$ cat src/rtl/vga_pixel_stream.sv
// rtl/vga_pixel_stream.sv - word FIFO, 2-bit pixel shifter and RGB222 palette output stage for a VGA pipeline
module vga_pixel_stream #(
    parameter int FIFO_DEPTH = 4
) (
    input  logic        clk,
    input  logic        reset_n,
    input  logic        hsync_in,
    input  logic        vsync_in,
    input  logic        blank_in,
    input  logic [9:0]  x_pos,
    input  logic        vsync_pulse,
    input  logic [15:0] data_in,
    input  logic        data_valid,
    output logic        data_ready,
    input  logic        pal_wr,
    input  logic [1:0]  pal_idx,
    input  logic [5:0]  pal_data,
    output logic [5:0]  rgb,
    output logic        hsync_out,
    output logic        vsync_out,
    output logic        underflow
);

    localparam int AW = (FIFO_DEPTH > 1) ? $clog2(FIFO_DEPTH) : 1;
    localparam int CW = AW + 1;
    localparam logic [CW-1:0] DEPTH_C = CW'(FIFO_DEPTH);

    logic [15:0]   mem_q [FIFO_DEPTH];
    logic [AW-1:0] wr_ptr_q, rd_ptr_q;
    logic [CW-1:0] count_q, count_d;
    logic [15:0]   shift_q, shift_d;
    logic [5:0]    pal_q [4];
    logic [5:0]    rgb_q;
    logic          hsync_q, vsync_q;
    logic          underflow_q, underflow_d;

    logic          push, pop, pop_cycle, fifo_empty;
    logic [15:0]   head;
    logic [1:0]    pix_idx;

    // Ready looks only at registered occupancy so a same-cycle pop never frees a slot early.
    assign data_ready = (count_q < DEPTH_C) && !vsync_pulse;

    always_comb begin
        push       = data_valid && data_ready;
        pop_cycle  = !blank_in && (x_pos[2:0] == 3'd0);
        fifo_empty = (count_q == '0);
        pop        = pop_cycle && !fifo_empty;
        head       = mem_q[rd_ptr_q];
        shift_d    = shift_q;
        pix_idx    = 2'b00;
        if (!blank_in) begin
            if (pop_cycle) begin
                if (pop) begin
                    pix_idx = head[15:14];
                    shift_d = {head[13:0], 2'b00};
                end else begin
                    shift_d = 16'h0000;
                end
            end else begin
                pix_idx = shift_q[15:14];
                shift_d = {shift_q[13:0], 2'b00};
            end
        end
        case ({push, pop})
            2'b10:   count_d = count_q + 1'b1;
            2'b01:   count_d = count_q - 1'b1;
            default: count_d = count_q;
        endcase
        underflow_d = vsync_pulse ? 1'b0 : (underflow_q || (pop_cycle && fifo_empty));
    end

    always_ff @(posedge clk) begin
        if (push) begin
            mem_q[wr_ptr_q] <= data_in;
        end
    end

    always_ff @(posedge clk or negedge reset_n) begin
        if (!reset_n) begin
            wr_ptr_q    <= '0;
            rd_ptr_q    <= '0;
            count_q     <= '0;
            shift_q     <= 16'h0000;
            underflow_q <= 1'b0;
            rgb_q       <= 6'h00;
            hsync_q     <= 1'b0;
            vsync_q     <= 1'b0;
            pal_q[0]    <= 6'h00;
            pal_q[1]    <= 6'h15;
            pal_q[2]    <= 6'h2A;
            pal_q[3]    <= 6'h3F;
        end else begin
            if (vsync_pulse) begin
                wr_ptr_q <= '0;
                rd_ptr_q <= '0;
                count_q  <= '0;
            end else begin
                if (push) begin
                    wr_ptr_q <= wr_ptr_q + 1'b1;
                end
                if (pop) begin
                    rd_ptr_q <= rd_ptr_q + 1'b1;
                end
                count_q <= count_d;
            end
            shift_q     <= shift_d;
            underflow_q <= underflow_d;
            rgb_q       <= blank_in ? 6'h00 : pal_q[pix_idx];
            hsync_q     <= hsync_in;
            vsync_q     <= vsync_in;
            if (pal_wr) begin
                pal_q[pal_idx] <= pal_data;
            end
        end
    end

    assign rgb       = rgb_q;
    assign hsync_out = hsync_q;
    assign vsync_out = vsync_q;
    assign underflow = underflow_q;

endmodule

$ cat config.mk
export PLATFORM = sky130hd
export DESIGN_NAME = vga_pixel_stream
export DESIGN_NICKNAME = d
export VERILOG_FILES = /design/src/rtl/vga_pixel_stream.sv
export SDC_FILE = /design/constraint.sdc
export NUM_CORES = 1
export LEC_CHECK = 0
export ABC_AREA = 1
export BUFFER_PORTS_ARGS = -buffer_cell sky130_fd_sc_hd__buf_2
export CORE_MARGIN = 10
export CORE_UTILIZATION = 35
export CTS_BUF_LIST = sky130_fd_sc_hd__clkbuf_4
export DETAILED_ROUTE_END_ITERATION = 10
export HOLD_SLACK_MARGIN = 0.1
export PLACE_DENSITY = 0.59
export RECOVER_POWER = 25
export SYNTH_ARGS = -nofsm -noshare
export SYNTH_HDL_FRONTEND = slang
export SYNTH_SLANG_ARGS = --single-unit
$ cat constraint.sdc
create_clock -name clk -period 2.09 [get_ports clk]
set_input_delay 0.1045 -clock clk [delete_from_list [all_inputs] [get_ports clk]]
set_output_delay 0.1045 -clock clk [all_outputs]
set_load 0.02 [all_outputs]
---- Word-level counts from Yosys, hierarchy flattened ----
Memory sizes are Yosys's and may differ from the RTL's.
Index checks and enable logic that the tools add are counted.
word-level totals
  register bits after elaboration ......... 56
  RAM bits ................................ 64
  bits of input ports ..................... 42
  output and inout bits ................... 10
  word-level logic and storage cells ...... 61
  memories ................................ 1
memory list
  memory  depth  bits a word  rd ports  clocked after Yosys merged registers in  wr ports  RTL line  source
  mem_q   4      16           1         0                                        1         28        logic [15:0] mem_q [FIFO_DEPTH];
cells by class
  $add $sub $neg .......................... 4
  $lt $le $gt $ge ......................... 4
  equal/unequal tests ..................... 2
  muxes and demuxes ....................... 21
  bitwise operators ....................... 2
  reduce and logical (&&, ||, !) cells .... 15
operator list
  cell                                                 number
  2-to-1 mux 16 bit                                    2
  bitwise mux 24 bit                                   1
  2-to-1 mux 6 bit                                     4
  2-to-1 mux 2 bit                                     7
  binary-select mux 6 bit (select 2 bit)               1
  demux 6 bit (select 2 bit)                           1
  >= comparator 3 bit (second input constant)          2
  logical AND 1 bit                                    6
  zero test 3 bit                                      2
  inverter 2 -> 3 bit                                  2
  one-hot mux 3 bit (2 select lines)                   1
  adder 2 x 1 -> 2 bit (second input constant)         2
  nonzero test 2 bit                                   2
  adder 3 x 1 -> 3 bit (second input constant)         1
  zero test 1 bit                                      3
  < comparator 3 x 1 -> 1 bit (second input constant)  1
  < comparator 3 bit (second input constant)           1
  2-to-1 mux 1 bit                                     3
  2-to-1 mux 3 bit                                     1
  nonzero test 3 bit                                   1
  subtractor 3 x 1 -> 3 bit (second input constant)    1
  == test 2 x 1 -> 1 bit (second input constant)       1
  == test 2 bit (second input constant)                1
  logical OR 1 bit                                     1

---- Depth between registers and ports, before layout ----
Gate-level depths: netlist of run 1.
  word-level depth ........................ 11
  gate-level depth with buffers ........... 11
  depth with buffers taken out ............ 10

---- Least setup slack after synthesis of run 1 ----
OpenSTA, ideal clock, no wires.
  kind .................................... register to register
  from .................................... register count_q[2]
  to ...................................... memory mem_q[0][0] (enable)
  setup time .............................. 0.389 ns
  data arrival time ....................... 1.711 ns
  required time ........................... 1.701 ns
  path slack .............................. -0.010 ns
  stages on the path, launching flop included .. 4
  path buffers ............................ 0
  clock period less this slack ............ 2.100 ns
  cells stage by stage .................... dfrtp_1 > nor2_1 > nand2_1 > nor2_1
on the way
  cells in the longest elaborated chain, start to end .. 5
RTL lines
  what                                    RTL line  source
  start: declaration                      30        logic [CW-1:0] count_q, count_d;
  start signal: assignment                105       count_q <= count_d;
  < comparator 3 bit                      42        assign data_ready = (count_q < DEPTH_C) && !vsync_pulse;
  logical AND 1 bit                       42
  named net data_ready                    14        output logic data_ready,
  logical AND 1 bit                       45        push = data_valid && data_ready;
  2-to-1 mux 1 bit                        74        if (push) begin
  2-to-1 mux 1 bit (implied by the code)  75        mem_q[wr_ptr_q] <= data_in;
  end: declaration                        28
The timed path passes the listed nets, and every way through them passes these cells.

---- Final worst setup path of run 1 ----
  from .................................... input pal_idx[0]
  to ...................................... register pal_q[3] in the netlist's numbering
on the way
  cells in the longest elaborated chain, start to end .. 6
  elaborated cells between the ends (all ways) .. 7
  those cells by class .................... 2 x order compare; 3 x mux; 1 x bitwise; 1 x reduce/logical
RTL lines
  what                                                                                             RTL line  source
  start: declaration                                                                               16        input logic [1:0] pal_idx,
  inverter 2 -> 3 bit (implied by the code) (*)                                                    113       pal_q[pal_idx] <= pal_data;
  >= comparator 3 bit (implied by the code) / < comparator 3 x 1 -> 1 bit (equally long branches)  113
  logical AND 1 bit (implied by the code)                                                          113
  2-to-1 mux 6 bit (implied by the code)                                                           113
  demux 6 bit (select 2 bit) (*)                                                                   113
  bitwise mux 24 bit (*)                                                                           113
  end signal: indexed assignment                                                                   113
  end: declaration                                                                                 32        logic [5:0] pal_q [4];
Mark *: on every way between the ends. The rest lies on a longest branch, timed or not.
A chain may end at the register's enable or synchronous reset.

==> impl_metrics.ini, run 1 <==
[floorplanning]
rows = 43
dieWidth_um = 139
io-pin-count = 52
core_um2 = 13900
fp.dieH_um = 139
fp.dieArea_um2 = 19500
initial_utilization_pct = 35.9

[cts]
path_clk_slew_ns = 0.11
cts_root_buf = clkbuf_4
htree_num_levels = 4
cts_sinks = 118
cts_buffer_depth = 2
cts_buffers = 17
worstSkewPairLatency_ns = 0.54
cts_tree = built
post-cts-setup-buffers = 0

[grt]
grt-ovfl-total = 0
grt_pass1_vias = 3824
grt_usage_pct = 12.0
grt_max_degree = 28
antenna_found_initial = 0
grt_pass1_wl_um = 18700

[synth]
synth_area_leaders = edfxtp_1 38%, dfrtp_1 21%, nand2_1 6.7%
ys_seq_elements = 118
synth_warnings = 0
yosys.area.top_type = edfxtp_1
avgSynthCellArea_um2 = 10.3
netlist_area_um2 = 5000
synthCells = 485
yosysUniqueCellTypes = 28
seq_area_frac_synth_pct = 65.8
syn_nets = 532
synth.top_cell.area_share_pct = 38.5

[drt]
routed_via_density = 4.64
drc = 0
dr.pass1.iters = 4
first_iter_violations = 170
wl_per_cell_um = 14.2
via_count = 3601
final_antenna_net_count = 0
postRouteWirelength_um = 11000

[power_and_ir_drop]
power.density_nw_per_um2 = 805
cellLeakagePower_nw = 2.62
vdd_drop_max_mv = 0.492

[placement]
io_buffers = 44
dp.cells = 699
gp_congestion = 0.767
place_area_um2 = 5430
hpwl_um = 7040

[finish]
antenna_cells = 0
fin_util_pct = 44.0
final_cells = 776
final_area_um2 = 6130
n_fill_cell = 1351
drive_gt1_share_pct = 15.8
finalNetCount = 630
syn2layout_area_growth_pct = 22.6

[critical_path]
r2r_end = count_q[2]$_DFFE_PN0P_
rr_startpoint = count_q[1]$_DFFE_PN0P_
crit_type = in2reg
r2r_cells = 8
crit_top_cell = dlygate4sd3_1
cp-end-kind = register
r2r_slack_ns = 0.26
crit_end = pal_q[3]$_DFFE_PN1P_
crit_slowest_cell = dlygate4sd3_1
crit_cells = 6
slowest_delay_ns = 0.70
critPathLaunchType = input port
worst-path-buf-inv = 4
cp_cell_sequence = dlygate4sd3_1 -> buf_2 -> nand3_2 -> dlygate4sd3_1 -> o21ai_0 -> dlygate4sd3_1
required_ns = 2.57
arrival_ns = 2.39
crit_start = pal_idx[0]
path_delay_family = buffers and inverters
crit_path_max_fanout = 9

[timing]
maxSlewHeadroom_pct = 70.9
whs_ns = 0.197
max_slew.worst_pin.slew_ns = 0.436
rsz0062_at_grt = false
finalHoldViolCount = 0
fin_crit_ns = 1.90
setup_viol = 0
fin_skew_ns = 0.0117
fmax_mhz = 525
post-route-period-util_pct = 91.1
drv_slew = 0

[outcome]
status = finished clean

[run]
max_cap_viol_count = 0

[min_path]
worstHoldPathType = in2reg
[cells in the mapped netlist]
cell type,instances
nor2_4,2
nand3b_1,3
dfrtp_1,42
buf_1,6
nand3_1,53
a21oi_2,1
o21ai_0,56
inv_1,64
buf_6,1
nor2_1,24
edfxtp_1,64
ha_1,4
a22o_1,3
inv_2,1
clkbuf_1,8
a21oi_1,33
nand2_2,3
buf_4,2
nor2_2,1
nand2_4,1
or2_0,1
fa_1,1
nor3_2,1
buf_2,6
dfstp_2,12
o22ai_1,2
a31oi_1,1
nand2_1,89
[power breakdown]
part / switching [mW] / internal [mW]
combinational: 0.391 / 0.272
sequential: 0.0997 / 2.67
clock: 0.909 / 0.587
[flip-flops by register name, indices dropped and copies added (netlist names)]
name       count
wr_ptr_q       2
rgb            6
count_q        3
hsync_out      1
vsync_out      1
rd_ptr_q       2
mem_q         64
shift_q       14
pal_q         24
underflow      1
[worst min-delay path by stage]
stage | end | cells after the start | startpoint | slack, ns
final | count_q[1]$_DFFE_PN0P_ | 8 | x_pos[2] | 0.20
after global routing | vsync_out$_DFF_PN0_ | 2 | vsync_in | 0.16
after CTS | count_q[2]$_DFFE_PN0P_ | 8 | x_pos[2] | 0.15
after detailed placement | pal_q[6]$_DFFE_PN0P_ | 1 | reset_n | 0.004
after global placement | pal_q[6]$_DFFE_PN0P_ | 1 | reset_n | -0.002
after floorplan | count_q[0]$_DFFE_PN0P_ | 0 | reset_n | -0.19
[metrics by stage]
step	setup TNS (ns)	total power [mW]	setup slack (ns)
2_1_floorplan	-0.623	3.20	-0.00973
3_3_place_gp	0	3.38	0.302
3_5_place_dp	0	3.42	0.259
4_1_cts	0	5.01	0.122
5_1_grt	0	5.24	0.0243
6_report	0	4.93	0.185
[worst register-to-register path, delay by kind of cell, from the launching register on]
family,cells,cell delay [ns]
simple gates,6,0.84
fa+ha+maj,1,0.38
flops,1,0.44
buf+inv,1,0.07
[area by class of cell]
type | count | area (um^2) | share of cell area (%)
Timing Repair Buffer | 102 | 748 | 12.2
Tap cell | 180 | 225 | 3.68
Clock buffer | 17 | 128 | 2.08
Inverter | 65 | 244 | 3.98
Multi-Input combinational cell | 279 | 1360 | 22.2
Clock inverter | 15 | 131 | 2.14
Sequential cell | 118 | 3290 | 53.7
[repair_timing]
action,CTS,global route
endpoints found under the setup margin,0,1
endpoints found under the hold margin,167,0
resized for setup,0,1
hold buffers,45,0
[cells by family after synthesis]
kind of cell	Yosys count	synth area share (%)
AND/OR/NAND/NOR	178	15.7
flip-flops	118	65.8
AO/OA/AOI/OAI	96	9.99
buffers and inverters	88	7.06
adder cells (fa/ha/maj)	5	1.40
[placed cells by master, fill, tap and decap left out, types with 2 or more instances in the layout]
master and instances:
clkinvlp_4 6, nand3b_1 3, clkbuf_1 16, nand2_2 3, nand2_1 89, buf_4 13, nand3_1 52, clkinv_1 2
a21oi_1 33, dlygate4sd3_1 45, nor2_4 2, o22ai_1 2, dfrtp_1 42, a22o_1 3, edfxtp_1 64, clkbuf_4 17
inv_6 2, dfstp_2 12, clkinv_4 3, o21ai_0 56, nor2_1 24, buf_2 28, ha_1 4, inv_1 64
[metal layers]
layer  vias to the layer above  share of wire, %  track usage, %
met3                        15               4.2            4.08
met5                         -                 0               0
li1                       1809                 -               -
met2                        63                49            19.9
met1                      1714                46            13.9
met4                         0               1.2            4.61
Note: power is estimated with default switching activity, not from simulation.
==> run 2, diff against run 1 <==
Settings changed: PLACE_DENSITY 0.59 to 0.55.
==> run 2 against run 1 <==
Against the previous run: total power rose by 1.1%; hold slack got worse by 0.047 ns; global-route usage fell by 0.31 points; via count fell by 2.1%; non-clock buffer count fell by 12; clock skew rose by 0.0071 ns; critical endpoint is now count_q[2]$_DFFE_PN0P_.
==> impl_metrics.ini, run 2 (same netlist as run 1, synthesis figures left out) <==
[min_path]
worstHoldPathType = in2reg
holdPathEnd = shift_q[9]$_DFFE_PN0N_
min_from = x_pos[1]
hold_path_depth = 5

[timing]
setup_viol = 0
maxSlewHeadroom_pct = 41.5
max_slew.worst_pin.slew_ns = 0.875
drv_slew = 0
fin_crit_ns = 1.80
fin_skew_ns = 0.0188
finalHoldViolCount = 0
fmax_mhz = 556
post-route-period-util_pct = 86.1
rsz0062_at_grt = false

[critical_path]
crit_slowest_cell = dfrtp_1
critPathLaunchType = register
r2r_cells = 8
cp-end-kind = register
worst-path-buf-inv = 1
crit_start = count_q[2]$_DFFE_PN0P_
crit_path_max_fanout = 8
path_delay_family = simple AND/OR/NAND/NOR gates
slowest_delay_ns = 0.43
arrival_ns = 2.22
required_ns = 2.51
r2r_slack_ns = 0.29
rr_startpoint = count_q[2]$_DFFE_PN0P_
crit_top_cell = nand2_1
r2r_end = count_q[2]$_DFFE_PN0P_
cp_cell_sequence = nor2_1 -> nand2_1 -> nand2_1 -> inv_1 -> fa_1 -> or2_0 -> nand3_1 -> nand2_1
crit_type = reg2reg

[grt]
grt_pass1_wl_um = 18100
grt_pass1_vias = 3629
grt_max_degree = 43
grt_usage_pct = 11.7
antenna_found_initial = 0
grt-ovfl-total = 0

[finish]
top_regs = mem_q x64, pal_q x24, shift_q x14
final_common_cell = nand2_1
syn2layout_area_growth_pct = 20.3
final_cells = 764
finalNetCount = 618
antenna_cells = 0
fin_util_pct = 43.1
top_register = mem_q
layout_common_cells = 89 x nand2_1, 64 x inv_1, 64 x edfxtp_1, 56 x o21ai_0, 53 x nand3_1
largest_reg_flops = 64
drive_gt1_share_pct = 15.9

[outcome]
status = finished clean

[cts]
cts_sinks = 118
post-cts-setup-buffers = 0
cts_tree = built
cts_buffers = 17
cts_resized = 0
cts_buffer_depth = 2
hold_buffers = 32
path_clk_slew_ns = 0.11
htree_num_levels = 4
cts_root_buf = clkbuf_4
worstSkewPairLatency_ns = 0.52

[floorplanning]
dieWidth_um = 139
fp.dieArea_um2 = 19500
core_um2 = 13900
rows = 43
initial_utilization_pct = 35.9
fp.dieH_um = 139
io-pin-count = 52

[drt]
dr.pass1.iters = 4
routed_via_density = 4.62
wl_per_cell_um = 14.1
first_iter_violations = 231
highest_layer = met4
postRouteWirelength_um = 10700
m1WireLength_um = 4840
via_count = 3527
wl_met2_um = 5340
drc = 0
final_antenna_net_count = 0
wl_met3_um = 449

[power_and_ir_drop]
vdd_drop_max_mv = 0.470
cellLeakagePower_nw = 2.59
power.density_nw_per_um2 = 829

[placement]
io_buffers = 44
gp_congestion = 0.759
dp.cells = 700
hpwl_um = 6810

[run]
max_cap_viol_count = 0
==> run 2: cell count changes in the layout (fill, tap and decap cells not counted) <==
cell           change
nand3_1            +1
dlygate4sd3_1     -13
buf_4              -1
nand3_2            -1
clkinv_4           -1
clkbuf_4           +3
clkinvlp_4         -4
clkbuf_1           +1
bufinv_16          +1
buf_2              +1
clkinv_2           +1
==> run 2: worst max path at each step <==
stage / to / cells past startpoint
after CTS: count_q[2]$_DFFE_PN0P_ / 8
after global placement: count_q[2]$_DFFE_PN0P_ / 8
after global routing: rgb[4]$_DFF_PN0_ / 10
after detailed placement: count_q[2]$_DFFE_PN0P_ / 8
final: count_q[2]$_DFFE_PN0P_ / 8
after floorplan: mem_q[0][0]$_DFFE_PP_ / 3
==> run 2: layer usage <==
metal	vias up	global-route usage (%)
met4	0	3.95
met3	7	4.22
met5	-	0
met2	49	19.5
li1	1789	-
met1	1682	13.5
==> run 2: metrics by stage <==
| stage | total power [mW] | setup slack, ns | area (um^2) | hold slack (ns) | setup TNS [ns] |
|---|---|---|---|---|---|
| 2_1_floorplan | 3.20 | -0.00973 | 5000 | -0.191 | -0.623 |
| 3_3_place_gp | 3.38 | 0.298 | 5440 | 0.134 | 0 |
| 3_5_place_dp | 3.41 | 0.289 | 5440 | 0.141 | 0 |
| 4_1_cts | 5.08 | 0.266 | 6040 | 0.105 | 0 |
| 5_1_grt | 5.30 | 0.0879 | 6010 | 0.114 | 0 |
| 6_report | 4.98 | 0.291 | 6010 | 0.151 | 0 |
==> run 2: cell type report <==
| class | count | area [um^2] |
|---|---|---|
| clock buffer | 20 | 150 |
| clock inverter | 12 | 128 |
| fill | 1356 | 7920 |
| inverter | 65 | 244 |
| multi-input combinational | 279 | 1360 |
| sequential | 118 | 3290 |
| tap | 180 | 225 |
| timing repair buffer | 90 | 619 |
==> run 2: tightest hold or removal path, stage by stage <==
cell and delay [ns]:
buf_2 0.08, nor2_2 0.05, nand2_4 0.15, o21ai_0 0.12, a21oi_1 0.13
==> run 2: report_power, final <==
group / total [mW] / switching (mW) / leakage, nW / internal, mW
clock: 1.60 / 0.850 / 0.149 / 0.748
combinational: 0.622 / 0.378 / 1.21 / 0.244
sequential: 2.76 / 0.0934 / 1.23 / 2.67
total: 4.98 / 1.32 / 2.59 / 3.66
